File: config.mk
export PLATFORM = sky130hd
export DESIGN_NAME = uart_tx
export DESIGN_NICKNAME = d
export VERILOG_FILES = /design/src/rtl/uart_tx.sv
export SDC_FILE = /design/constraint.sdc
export NUM_CORES = 1
export LEC_CHECK = 0
export CORE_UTILIZATION = 58
export DETAILED_ROUTE_END_ITERATION = 16
export PLACE_DENSITY = 0.84
export SLEW_MARGIN = 20
export SYNTH_ARGS = -nofsm -noshare
export SYNTH_HDL_FRONTEND = slang
export SYNTH_SLANG_ARGS = --single-unit
File: constraint.sdc
create_clock -name clk -period 4.3 [get_ports clk]
set_input_delay 1.29 -clock clk [delete_from_list [all_inputs] [get_ports clk]]
set_output_delay 1.29 -clock clk [all_outputs]
set_load 0.1 [all_outputs]
File: src/rtl/uart_tx.sv
// Buffered 8N1 UART transmitter: a FIFO of bytes feeding an LSB-first serializer.
// Frames chain back-to-back with no idle bit while the FIFO still holds data.
module uart_tx #(
    parameter int CLK_FREQ   = 50_000_000,
    parameter int BAUD       = 115200,
    parameter int FIFO_DEPTH = 16
) (
    input  logic       clk,
    input  logic       reset,
    input  logic [7:0] data_in,
    input  logic       wr_en,
    output logic       full,
    output logic       empty,
    output logic       overflow,
    output logic       busy,
    output logic       tx_done,
    output logic       tx_out
);

    localparam int CLKS_PER_BIT = CLK_FREQ / BAUD;
    localparam int AW = $clog2(FIFO_DEPTH);
    localparam int CW = (CLKS_PER_BIT < 2) ? 1 : $clog2(CLKS_PER_BIT);

    localparam logic [CW-1:0] BAUD_LAST = CW'(CLKS_PER_BIT - 1);
    // tx_done is registered, so it is armed one clock before the final stop clock.
    localparam logic [CW-1:0] DONE_ARM  = CW'(CLKS_PER_BIT - 2);
    localparam logic [CW-1:0] BAUD_ONE  = CW'(1);
    localparam logic [AW-1:0] PTR_ONE   = AW'(1);
    localparam logic [AW:0]   CNT_ONE   = (AW+1)'(1);
    localparam logic [AW:0]   CNT_FULL  = (AW+1)'(FIFO_DEPTH);

    generate
        if (CLKS_PER_BIT < 2) begin : g_bad_baud
            $error("uart_tx: CLK_FREQ / BAUD must be at least 2");
        end
        if (FIFO_DEPTH < 2 || (FIFO_DEPTH & (FIFO_DEPTH - 1)) != 0) begin : g_bad_depth
            $error("uart_tx: FIFO_DEPTH must be a power of two >= 2");
        end
    endgenerate

    typedef enum logic [1:0] {IDLE, START, DATA, STOP} state_t;

    logic [7:0]    mem_q [FIFO_DEPTH];
    logic [AW-1:0] wptr_q, rptr_q;
    logic [AW:0]   count_q, count_d;
    logic          full_q, empty_q, overflow_q;
    logic          push, pop, bit_end;

    state_t        state_q;
    logic [CW-1:0] baud_cnt_q;
    logic [2:0]    bit_idx_q;
    logic [7:0]    shift_q;
    logic          tx_q, busy_q, tx_done_q;

    assign bit_end = (baud_cnt_q == BAUD_LAST);
    assign push    = wr_en && !full_q;
    assign pop     = !empty_q && ((state_q == IDLE) || (state_q == STOP && bit_end));

    always_comb begin
        count_d = count_q;
        if (push && !pop)
            count_d = count_q + CNT_ONE;
        else if (!push && pop)
            count_d = count_q - CNT_ONE;
    end

    always_ff @(posedge clk) begin
        if (push)
            mem_q[wptr_q] <= data_in;
    end

    always_ff @(posedge clk or negedge reset) begin
        if (!reset) begin
            wptr_q     <= '0;
            rptr_q     <= '0;
            count_q    <= '0;
            full_q     <= 1'b0;
            empty_q    <= 1'b1;
            overflow_q <= 1'b0;
        end else begin
            if (push)
                wptr_q <= wptr_q + PTR_ONE;
            if (pop)
                rptr_q <= rptr_q + PTR_ONE;
            count_q    <= count_d;
            full_q     <= (count_d == CNT_FULL);
            empty_q    <= (count_d == '0);
            overflow_q <= wr_en && full_q;
        end
    end

    always_ff @(posedge clk or negedge reset) begin
        if (!reset) begin
            state_q    <= IDLE;
            baud_cnt_q <= '0;
            bit_idx_q  <= '0;
            shift_q    <= '0;
            tx_q       <= 1'b1;
            busy_q     <= 1'b0;
            tx_done_q  <= 1'b0;
        end else begin
            tx_done_q <= 1'b0;
            case (state_q)
                IDLE: begin
                    tx_q   <= 1'b1;
                    busy_q <= 1'b0;
                    if (pop) begin
                        shift_q    <= mem_q[rptr_q];
                        baud_cnt_q <= '0;
                        tx_q       <= 1'b0;
                        busy_q     <= 1'b1;
                        state_q    <= START;
                    end
                end
                START: begin
                    if (bit_end) begin
                        baud_cnt_q <= '0;
                        bit_idx_q  <= '0;
                        tx_q       <= shift_q[0];
                        state_q    <= DATA;
                    end else begin
                        baud_cnt_q <= baud_cnt_q + BAUD_ONE;
                    end
                end
                DATA: begin
                    if (bit_end) begin
                        baud_cnt_q <= '0;
                        shift_q    <= shift_q >> 1;
                        if (bit_idx_q == 3'd7) begin
                            tx_q    <= 1'b1;
                            state_q <= STOP;
                        end else begin
                            bit_idx_q <= bit_idx_q + 3'd1;
                            tx_q      <= shift_q[1];
                        end
                    end else begin
                        baud_cnt_q <= baud_cnt_q + BAUD_ONE;
                    end
                end
                STOP: begin
                    if (baud_cnt_q == DONE_ARM)
                        tx_done_q <= 1'b1;
                    if (bit_end) begin
                        baud_cnt_q <= '0;
                        if (pop) begin
                            shift_q <= mem_q[rptr_q];
                            tx_q    <= 1'b0;
                            state_q <= START;
                        end else begin
                            tx_q    <= 1'b1;
                            busy_q  <= 1'b0;
                            state_q <= IDLE;
                        end
                    end else begin
                        baud_cnt_q <= baud_cnt_q + BAUD_ONE;
                    end
                end
                default: state_q <= IDLE;
            endcase
        end
    end

    assign full     = full_q;
    assign empty    = empty_q;
    assign overflow = overflow_q;
    assign busy     = busy_q;
    assign tx_done  = tx_done_q;
    assign tx_out   = tx_q;

endmodule

**Word level (Yosys, flattened, before mapping)**

Memory sizes are Yosys's and may differ from the RTL's.
Index checks and enable logic that the tools add are counted.

- Output and inout bits: 6
- Register bits: 41
- Input bits: 11
- Bits in writable memories: 128
- Memories: 1

- Reductions and logical operators: 22
- Multiplexer cells: 34
- Equality and inequality tests: 14
- Add/sub/neg operators: 6

Memories:

| memory | words | width | rd ports | clocked after memory_dff | wr ports | line | text |
|---|---|---|---|---|---|---|---|
| mem_q | 16 | 8 | 1 | 0 | 1 | 43 | `logic [7:0] mem_q [FIFO_DEPTH];` |

Operator list:

| cell | count |
|---|---|
| $mux 8 | 3 |
| $pmux 8 s3 | 1 |
| $eq 9x9->1 const B | 2 |
| $mux 9 | 2 |
| $pmux 9 s2 | 1 |
| $ne 2x2->1 const B | 7 |
| $mux 1 | 13 |
| $mux 2 | 5 |
| $mux 5 | 2 |
| $add 9x1->9 const B | 1 |
| $mux 3 | 3 |
| $reduce_and 3->1 | 3 |
| $add 4x1->4 const B | 2 |
| $pmux 2 s4 | 1 |
| $logic_and 1x1->1 | 6 |
| $pmux 3 s2 | 1 |
| $add 5x1->5 const B | 1 |
| $eq 5x5->1 const B | 1 |
| $logic_not 5->1 | 1 |
| $reduce_and 5->1 | 1 |
| $sub 5x1->5 const B | 1 |
| $eq 2x2->1 const B | 2 |
| $logic_not 1->1 | 4 |
| $pmux 1 s4 | 1 |
| other kinds (10) | 11 |

**Longest topological paths before layout**

Gate-level depths: netlist (run 1).

- Depth in word-level cells: 8
- Mapped depth: 9
- Gate-level depth less buffers: 8

**Worst setup path before layout (run 1)**

OpenSTA, ideal clock, no wires.

- Path kind: input-to-reg
- Start: in wr_en
- End: mem mem_q[7][0] (enable)
- Setup time: 0.332 ns
- Stages on the path: 5
- Slack: 1.589 ns
- Arrival time: 2.380 ns
- Buffers on the path: 1
- Path through: nor2b_1 clkbuf_1 nand2_1 nor2_1 and2_1

- Cells in the longest elaborated chain, start to end: 3

RTL lines:

| element | line | text |
|---|---|---|
| start: declaration | 11 | `input logic wr_en,` |
| $logic_and 1x1->1 | 56 | `assign push = wr_en && !full_q;` |
| $mux 1 | 68 | `if (push)` |
| $mux 1 (not written as such) | 69 | `mem_q[wptr_q] <= data_in;` |
| end: declaration | 43 |  |

Every way passes these cells.

**Worst setup path after layout (run 1)**

- Start: reg empty_q (netlist: empty)
- End: out empty

RTL lines:

| element | line | text |
|---|---|---|
| start: declaration | 46 | `logic full_q, empty_q, overflow_q;` |
| start signal: assignment | 87 | `empty_q <= (count_d == '0);` |
| end: declaration | 13 | `output logic empty,` |

No word-level cell between the ends.

==> flow_summary.ini, run 1 <==
[die]
io_pins = 17
chipHeight_um = 114
die_w_um = 114
core-area_um2 = 12200
rows = 40
dieArea_um2 = 13100
initial_core_util = 0.601

[logic_synthesis]
synthTopCellsByArea = edfxtp_1 (53%), dfrtp_1 (13%), mux4_2 (9.2%), ha_1 (2.9%), a21oi_1 (1.9%)
yosysMostFrequentCell = edfxtp_1
synthFlopType = edfxtp_1
ys_ff_latch = 169
async_flop_share = 0.243
syn_area_um2 = 7310
yosys.cell_types.count = 59
yosys_warnings = 0
ys_seq_area_frac = 0.666
syn_nets = 496
synth-edff-count = 128
synth_common_cells = edfxtp_1 (128), dfrtp_1 (39), mux4_2 (30)
yosysTopAreaCellShare = 0.525
synthCells = 468
synth_top_area_cell = edfxtp_1
syn_area_per_cell_um2 = 15.6

[sta]
tightest_slew_ns = 0.967
drv_slew = 0
fmax_mhz = 285
rsz0062_at_grt = no
timing.setup.tns_ns = 0
finalCritPeriodShare = 0.816
setup_viol = 0
maxSlewHeadroom = 0.353
finalHoldViolCount = 0
period_needed_ns = 3.51
fin_worst_skew_ns = 0.00842

[clocking]
cts_tree = built
clk_latency_ns = 0.43
cts_buffers = 17
clkTransAtPathRegs_ns = 0.06
clock_sinks = 169
ctsResizeCount = 0
root_buffer = clkbuf_16
clockBufferDepth = 2
post_cts_buffers = 0
cts-htree-levels = 4
hold_buffers = 0

[routing]
dr.first_iter.drc_count = 391
wire_per_inst_um = 21.8
wl_mm = 14.5
postRouteAntennaNets = 0
avgViaCountPerCell = 6.18
vias = 4124
first_pass_iters = 5
drc = 0

[critical_path]
cpPeakStageDelay_ns = 1.16
cp.required_ns = 3.01
slowest_stage = clkdlybuf4s50_1
critical_path_buf_inv_count = 1
crit_family = buffers and inverters
arrival_ns = 2.22
crit_fanout = 11
crit_path_start_kind = flop
cp-end-kind = output pin
critPathKind = reg2out
crit_chain = clkdlybuf4s50_1
ff2ff_setup_slack_ns = 1.66

[run_status]
status = complete, no violations

[grt]
grt_max_degree = 42
grt_pass1_wl_mm = 23.2
grt_overflow = 0
antenna_found_initial = 0
grt_pass1_vias = 4085
grt_usage = 0.251

[min_path]
min_path_type = reg2reg

[placement]
finalWeightedCongestion = 0.870
portBuffers = 16
hpwl_mm = 9.29

[final_layout]
area_growth_pct = 11.7
layout.nets = 514
n_antenna_cell = 0
fillers = 798
finish.utilization = 0.672
drive_above_1_share = 0.168

[pwr]
p_leak_nw = 2.91
peakVddDrop_mv = 0.383
power_density_nw_per_um2 = 505

[flow_run]
cap_viol_max_count = 0
[area by class of cell]
| cell class | instances | area (um2) | share of cell area |
|---|---|---|---|
| clock buffer | 17 | 425 | 0.0521 |
| clock inverter | 15 | 170 | 0.0208 |
| inverter | 10 | 37.5 | 0.00459 |
| multi-input combinational | 269 | 2280 | 0.279 |
| sequential | 169 | 4870 | 0.596 |
| tap | 168 | 210 | 0.0257 |
| timing repair buffer | 19 | 178 | 0.0217 |
[cells by family (layout without fill, tap and decap cells)]
kind of cell             count (synthesis)  count (layout)  synth area share
flip-flops                             169             169             0.666
AND/OR/NAND/NOR                        116             116            0.0893
AO/OA/AOI/OAI                           86              86            0.0736
multiplexers                            37              37             0.103
buffers and inverters                   30              61            0.0228
adder cells (fa/ha/maj)                 17              17            0.0291
XOR/XNOR                                13              13            0.0166
[layer usage]
metal	track usage	share of wire	wire, um	vias up
li1	-	-	-	1842
met1	0.350	0.42	6090	2071
met2	0.371	0.48	6930	176
met3	0.0492	0.066	965	35
met4	0.154	0.038	556	0
met5	0	0	0	-
[state kept, by name, indices dropped and copies added (netlist names), 2 cells and up]
signal,flops
baud_cnt_q,9
rptr_q,4
state_q,2
bit_idx_q,3
shift_q,8
mem_q,128
wptr_q,4
count_q,5
[cell usage in the layout, fill, tap and decap left out, types with 3 or more instances in the layout]
master | synthesis | routed
mux2i_1 | 3 | 3
nor2_1 | 17 | 17
a22o_1 | 3 | 3
clkinv_4 | 0 | 3
mux2_2 | 4 | 4
nor2b_1 | 5 | 5
o21ai_0 | 21 | 21
nor3_1 | 6 | 6
o21ai_1 | 3 | 3
nand2_1 | 24 | 24
and2_1 | 19 | 19
inv_1 | 10 | 10
inv_6 | 0 | 3
clkdlybuf4s50_1 | 0 | 15
dfrtp_1 | 39 | 38
a21oi_1 | 28 | 28
clkinv_1 | 0 | 3
buf_4 | 3 | 3
xor2_1 | 3 | 3
mux4_2 | 30 | 30
clkbuf_16 | 0 | 17
a22oi_1 | 15 | 15
nand2b_1 | 9 | 9
nand3_1 | 6 | 6
nand3b_1 | 3 | 3
ha_1 | 17 | 17
edfxtp_1 | 128 | 128
nand4_1 | 6 | 6
xnor2_1 | 9 | 9
and3_1 | 6 | 6
[power by group]
group          switching (mW)  internal, mW  leakage, nW
combinational           0.361         0.199        0.968
clock                   0.652         0.869        0.288
sequential              0.104          1.94         1.66
total                    1.12          3.01         2.91
[metrics by stage]
step                worst slack, ns  instance area (um2)  std cells  hold WS (ns)  power (mW)
floorplan                      1.59                 7310        468         0.456        2.43
global placement               1.02                 7570        635         0.491        2.58
detailed placement            0.844                 7570        635         0.478        2.62
CTS                           0.768                 8170        667         0.489        4.14
global route                  0.737                 8170        667         0.524        4.27
finish                        0.791                 8170        667         0.490        4.13
[final timing paths]
| path | from | to | cells after the start |
|---|---|---|---|
| max | empty$_DFF_PN1_ | empty | 1 |
| min reg2reg | count_q[4]$_DFF_PN0_ | count_q[4]$_DFF_PN0_ | 1 |
| min | count_q[4]$_DFF_PN0_ | count_q[4]$_DFF_PN0_ | 1 |
| max reg2reg | state_q[0]$_DFFE_PN0P_ | shift_q[7]$_DFFE_PN0P_ | 7 |
| max in group asynchronous | reset | rptr_q[0]$_DFFE_PN0N_ | 1 |
| min in group asynchronous | reset | bit_idx_q[1]$_DFFE_PN0P_ | 1 |
Note: power is estimated with default switching activity, not from simulation.
==> run 2: changes to the inputs <==
==> constraint.sdc (replaced) <==
create_clock -name clk -period 3.5 [get_ports clk]
set_input_delay 1.05 -clock clk [delete_from_list [all_inputs] [get_ports clk]]
set_output_delay 1.05 -clock clk [all_outputs]
set_load 0.1 [all_outputs]
==> run 2 against run 1 <==
Final cell count grew 0.30%. Hold slack gained 0.038 ns. Sequential share of layout area is essentially flat. Routed wire length grew 1.7%. First-iteration DRC count grew 8.4%. Critical path type is now in2reg. Clock-buffer cell count is the same. Via count shrank 0.53%. Clock power grew 24%. Utilization is essentially flat. Clock skew grew 0.0038 ns. Largest cell class unchanged. Die area is the same.
==> flow_summary.ini, run 2 (synthesized netlist as in run 1, its figures left out) <==
[run_status]
status = complete, no violations

[final_layout]
final_common_cell = edfxtp_1
largest_reg_flops = 128
layout.cells.non_filler = 669
top_register = mem_q
drive_above_1_share = 0.188
most-common-layout-cells = edfxtp_1 (128), dfrtp_1 (38), mux4_2 (30), a21oi_1 (28), nand2_1 (24)
finish.utilization = 0.672
layout.nets = 516
top_regs = mem_q x128, baud_cnt_q x9, shift_q x8
area_growth_pct = 11.8
n_antenna_cell = 0
fillers = 798

[min_path]
min_path_type = reg2reg

[placement]
place_ws_ns = 0.415
portBuffers = 16
hpwl_mm = 9.50
place_inst = 637
finalWeightedCongestion = 0.874

[grt]
grt_overflow = 0
antenna_found_initial = 0
grt_usage = 0.251
grt_pass1_wl_mm = 23.0
grt_pass1_vias = 4130
grt_max_degree = 42

[sta]
rsz0062_at_grt = no
finalCritPeriodShare = 0.790
maxSlewHeadroom = 0.372
fin_worst_skew_ns = 0.0122
tightest_slew_ns = 0.942
timing.setup.tns_ns = 0
finalHoldViolCount = 0
drv_slew = 0
setup_viol = 0
period_needed_ns = 2.77
fmax_mhz = 362
setup_ws_ns = 0.735

[routing]
first_pass_iters = 5
wl_mm = 14.8
vias = 4102
dr.first_iter.drc_count = 424
avgViaCountPerCell = 6.13
wire_per_inst_um = 22.1
postRouteAntennaNets = 0
drc = 0

[critical_path]
crit_path_start_kind = primary input
critical_path_buf_inv_count = 1
cp.required_ns = 3.82
ff2ff_setup_slack_ns = 0.89
cpPeakStageDelay_ns = 0.52
crit_chain = clkdlybuf4s50_1, nor2b_1, nand4_1, o22ai_1, a211oi_2, xnor2_1, nor4_1
cp-end-kind = flop
critPathKind = in2reg
crit_family = simple AND/OR/NAND/NOR gates
slowest_stage = clkdlybuf4s50_1
arrival_ns = 3.08
crit_fanout = 7

[die]
io_pins = 17
die_w_um = 114
core-area_um2 = 12200
initial_core_util = 0.601
dieArea_um2 = 13100
chipHeight_um = 114
rows = 40

[clocking]
post_cts_buffers = 0
cts_tree = built
cts-htree-levels = 4
clkTransAtPathRegs_ns = 0.07
hold_buffers = 0
clockBufferDepth = 2
root_buffer = clkbuf_16
ctsResizeCount = 0
clk_latency_ns = 0.44
clock_sinks = 169
cts_buffers = 17

[pwr]
power_density_nw_per_um2 = 620
p_leak_nw = 2.94
peakVddDrop_mv = 0.526

[flow_run]
cap_viol_max_count = 0
-- run 2: cell count changes in the layout (fill, tap and decap cells not counted) --
cell	previous run	this run
clkinv_4	3	1
clkinv_2	0	1
clkinv_1	3	1
clkdlybuf4s50_1	15	9
inv_8	2	4
bufinv_16	2	1
clkinv_8	1	3
buf_4	3	11
-- run 2: report_power, final --
part	switching (mW)	internal [mW]	leakage, nW	total (mW)
logic	0.438	0.240	0.988	0.678
registers	0.134	2.38	1.66	2.52
clock network	0.857	1.02	0.292	1.88
-- run 2: final timing paths --
kind / from / to / depth (start not counted)
worst min-delay path: baud_cnt_q[5]$_DFFE_PN0P_ / baud_cnt_q[5]$_DFFE_PN0P_ / 1
worst max-delay path: wr_en / empty$_DFF_PN1_ / 7
max in group asynchronous: reset / rptr_q[0]$_DFFE_PN0N_ / 1
worst min register to register: baud_cnt_q[5]$_DFFE_PN0P_ / baud_cnt_q[5]$_DFFE_PN0P_ / 1
worst max register to register: state_q[0]$_DFFE_PN0P_ / shift_q[7]$_DFFE_PN0P_ / 8
min in group asynchronous: reset / shift_q[1]$_DFFE_PN0P_ / 1
-- run 2: through the flow --
stage | power (mW) | area [um2] | hold slack [ns]
CTS | 5.08 | 8180 | 0.525
finish | 5.07 | 8180 | 0.528
global route | 5.23 | 8180 | 0.547
global placement | 3.17 | 7570 | 0.483
floorplan | 2.98 | 7310 | 0.456
detailed placement | 3.21 | 7570 | 0.513
-- run 2: final cells by class --
| class | count | area (um2) | share of cell area |
|---|---|---|---|
| inverters | 10 | 37.5 | 0.00459 |
| repair buffers | 21 | 178 | 0.0217 |
| clock buffers | 17 | 425 | 0.0520 |
| multi-input cells | 269 | 2280 | 0.278 |
| flip-flops and latches | 169 | 4870 | 0.596 |
| well taps | 168 | 210 | 0.0257 |
| clock inverters | 15 | 175 | 0.0214 |
-- run 2: routing by layer --
layer	global-route usage	wire length, um	share of wire
met5	0	0	0
met3	0.0662	1130	0.076
met1	0.338	6070	0.41
met4	0.122	459	0.031
met2	0.385	7130	0.48
==> run 3: changes to the inputs <==
--- a/config.mk
+++ b/config.mk
@@ -5,9 +5,9 @@
 export SDC_FILE = /design/constraint.sdc
 export NUM_CORES = 1
 export LEC_CHECK = 0
-export CORE_UTILIZATION = 58
+export CORE_UTILIZATION = 56
 export DETAILED_ROUTE_END_ITERATION = 16
-export PLACE_DENSITY = 0.84
+export PLACE_DENSITY = 0.85
 export SLEW_MARGIN = 20
 export SYNTH_ARGS = -nofsm -noshare
 export SYNTH_HDL_FRONTEND = slang
==> constraint.sdc (replaced) <==
create_clock -name clk -period 2.3 [get_ports clk]
set_input_delay 0.69 -clock clk [delete_from_list [all_inputs] [get_ports clk]]
set_output_delay 0.69 -clock clk [all_outputs]
set_load 0.1 [all_outputs]
==> run 3 against run 2 <==
Clock-buffer cell count up 1. Routed wire length down 0.24%. Clock skew shrank 0.0064 ns. Utilization increased by 0.24 points. Flip-flop and latch count unchanged. Setup slack got worse by 0.62 ns. Sequential share of layout area shrank 2.6 points. Die area grew 3.5%. First-iteration DRC count increased by 9.4%. Non-clock buffer count grew 31. Global-route usage fell by 1.2 points. Via count rose by 3.0%. Critical path type is now reg2reg.
==> flow_summary.ini, run 3 (synthesized netlist as in run 1, its figures left out) <==
[run_status]
status = complete, no violations

[clocking]
cts_buffers = 17
post_cts_buffers = 0
clock_sinks = 169
cts_tree = built
hold_buffers = 0
root_buffer = clkbuf_16
cts-htree-levels = 4
clk_latency_ns = 0.42
clkTransAtPathRegs_ns = 0.06
clockBufferDepth = 2
ctsResizeCount = 0

[pwr]
switching_share = 0.269
switchingPower_mw = 2.04
peakVddDrop_mv = 0.679
combPwrFrac = 0.161
p_int_mw = 5.54
seq_power_share = 0.503
total_power_mw = 7.59
p_leak_nw = 3.12
power_density_nw_per_um2 = 888
p_clk_frac = 0.336

[placement]
placed_cell_area_um2 = 8030
finalWeightedCongestion = 0.851
portBuffers = 16
hpwl_mm = 9.81
place_ws_ns = -0.313

[routing]
dr.first_iter.drc_count = 464
wire_per_inst_um = 20.9
vias = 4225
postRouteAntennaNets = 0
wl_mm = 14.7
drc = 0
first_pass_iters = 5
avgViaCountPerCell = 6.00

[grt]
grt_overflow = 0
grt_usage = 0.239
grt_max_degree = 38
antenna_found_initial = 0
grt_pass1_wl_mm = 22.9
grt_pass1_vias = 4311

[final_layout]
drive_above_1_share = 0.227
finish.utilization = 0.675
fin_area_um2 = 8550
largest_reg_flops = 128
area_growth_pct = 16.9
most-common-layout-cells = edfxtp_1 (128), dfrtp_1 (38), mux4_2 (30), a21oi_1 (28), buf_4 (25)
top_register = mem_q
top_regs = mem_q x128, baud_cnt_q x9, shift_q x8
layout.nets = 547
final_common_cell = edfxtp_1
n_antenna_cell = 0

[sta]
maxSlewHeadroom = 0.523
period_needed_ns = 2.19
fmax_mhz = 458
finalCritPeriodShare = 0.950
setup_viol = 0
tightest_slew_ns = 0.713
setup_ws_ns = 0.115
fin_worst_skew_ns = 0.00583
finalHoldViolCount = 0
drv_slew = 0
rsz0062_at_grt = no

[critical_path]
crit_fanout = 13
cp.required_ns = 2.60
cpPeakStageDelay_ns = 0.42
critPathKind = reg2reg
crit_chain = inv_1, ha_1, nor2b_1, a41o_2, nor2_2, a21oi_2, xnor2_1, nor4b_1
crit_family = simple AND/OR/NAND/NOR gates
slowest_stage = dfrtp_1
crit_path_start_kind = flop
arrival_ns = 2.49
critical_path_buf_inv_count = 1
cp-end-kind = flop

[die]
initial_core_util = 0.577
dieArea_um2 = 13500
core-area_um2 = 12700
die_w_um = 116
io_pins = 17
chipHeight_um = 116
rows = 41

[min_path]
min_path_type = in2async

[flow_run]
cap_viol_max_count = 0
## run 3: changes by cell type in the layout (fill, tap and decap cells not counted)
| cell | before | now |
|---|---|---|
| buf_12 | 0 | 17 |
| buf_4 | 11 | 25 |
| bufinv_16 | 1 | 0 |
| clkbuf_1 | 0 | 1 |
| clkinv_1 | 1 | 4 |
| clkinv_2 | 1 | 2 |
| clkinv_4 | 1 | 2 |
| clkinv_8 | 3 | 0 |
| inv_6 | 3 | 5 |
| inv_8 | 4 | 0 |
## run 3: cell type report
type	instances	area [um2]
Fill cell	834	4120
Tap cell	172	215
Clock inverter	14	93.8
Clock buffer	18	429
Sequential cell	169	4870
Timing Repair Buffer	52	623
Inverter	10	37.5
Multi-Input combinational cell	269	2280
## run 3: layer usage
| layer | track usage | share of wire | wire length, um | up-vias |
|---|---|---|---|---|
| met5 | 0 | 0 | 0 | - |
| met4 | 0.0906 | 0.022 | 319 | 0 |
| met3 | 0.0566 | 0.054 | 801 | 27 |
| met2 | 0.396 | 0.51 | 7580 | 149 |
| met1 | 0.309 | 0.41 | 6050 | 2139 |
| li1 | - | - | - | 1910 |
## run 3: power by group through the flow
| stage | registers, mW | clock network (mW) | logic [mW] |
|---|---|---|---|
| after floorplan | 3.90 | 0 | 0.632 |
| after global placement | 3.85 | 0 | 1.16 |
| after detailed placement | 3.87 | 0 | 1.21 |
| after CTS | 3.82 | 2.58 | 1.22 |
| after global routing | 3.85 | 2.69 | 1.31 |
| final | 3.82 | 2.55 | 1.22 |
## run 3: stage by stage
| step | hold slack (ns) | std cells | setup TNS [ns] |
|---|---|---|---|
| finish | 0.266 | 704 | 0 |
| global route | 0.306 | 704 | 0 |
| floorplan | 0.394 | 468 | 0 |
| CTS | 0.272 | 704 | 0 |
| global placement | 0.483 | 672 | -11.55 |
| detailed placement | 0.512 | 672 | -13.47 |
## run 3: final timing paths
kind | from | to | slack, ns | cells after the start
setup / recovery | state_q[1]$_DFFE_PN0P_ | full$_DFF_PN0_ | 0.11 | 8
hold reg to reg | shift_q[7]$_DFFE_PN0P_ | shift_q[7]$_DFFE_PN0P_ | 0.53 | 1
setup reg to reg | state_q[1]$_DFFE_PN0P_ | full$_DFF_PN0_ | 0.11 | 8
hold / removal | reset | bit_idx_q[1]$_DFFE_PN0P_ | 0.27 | 1
max in group asynchronous | reset | rptr_q[0]$_DFFE_PN0N_ | 1.47 | 2
min in group clk | shift_q[7]$_DFFE_PN0P_ | shift_q[7]$_DFFE_PN0P_ | 0.53 | 1
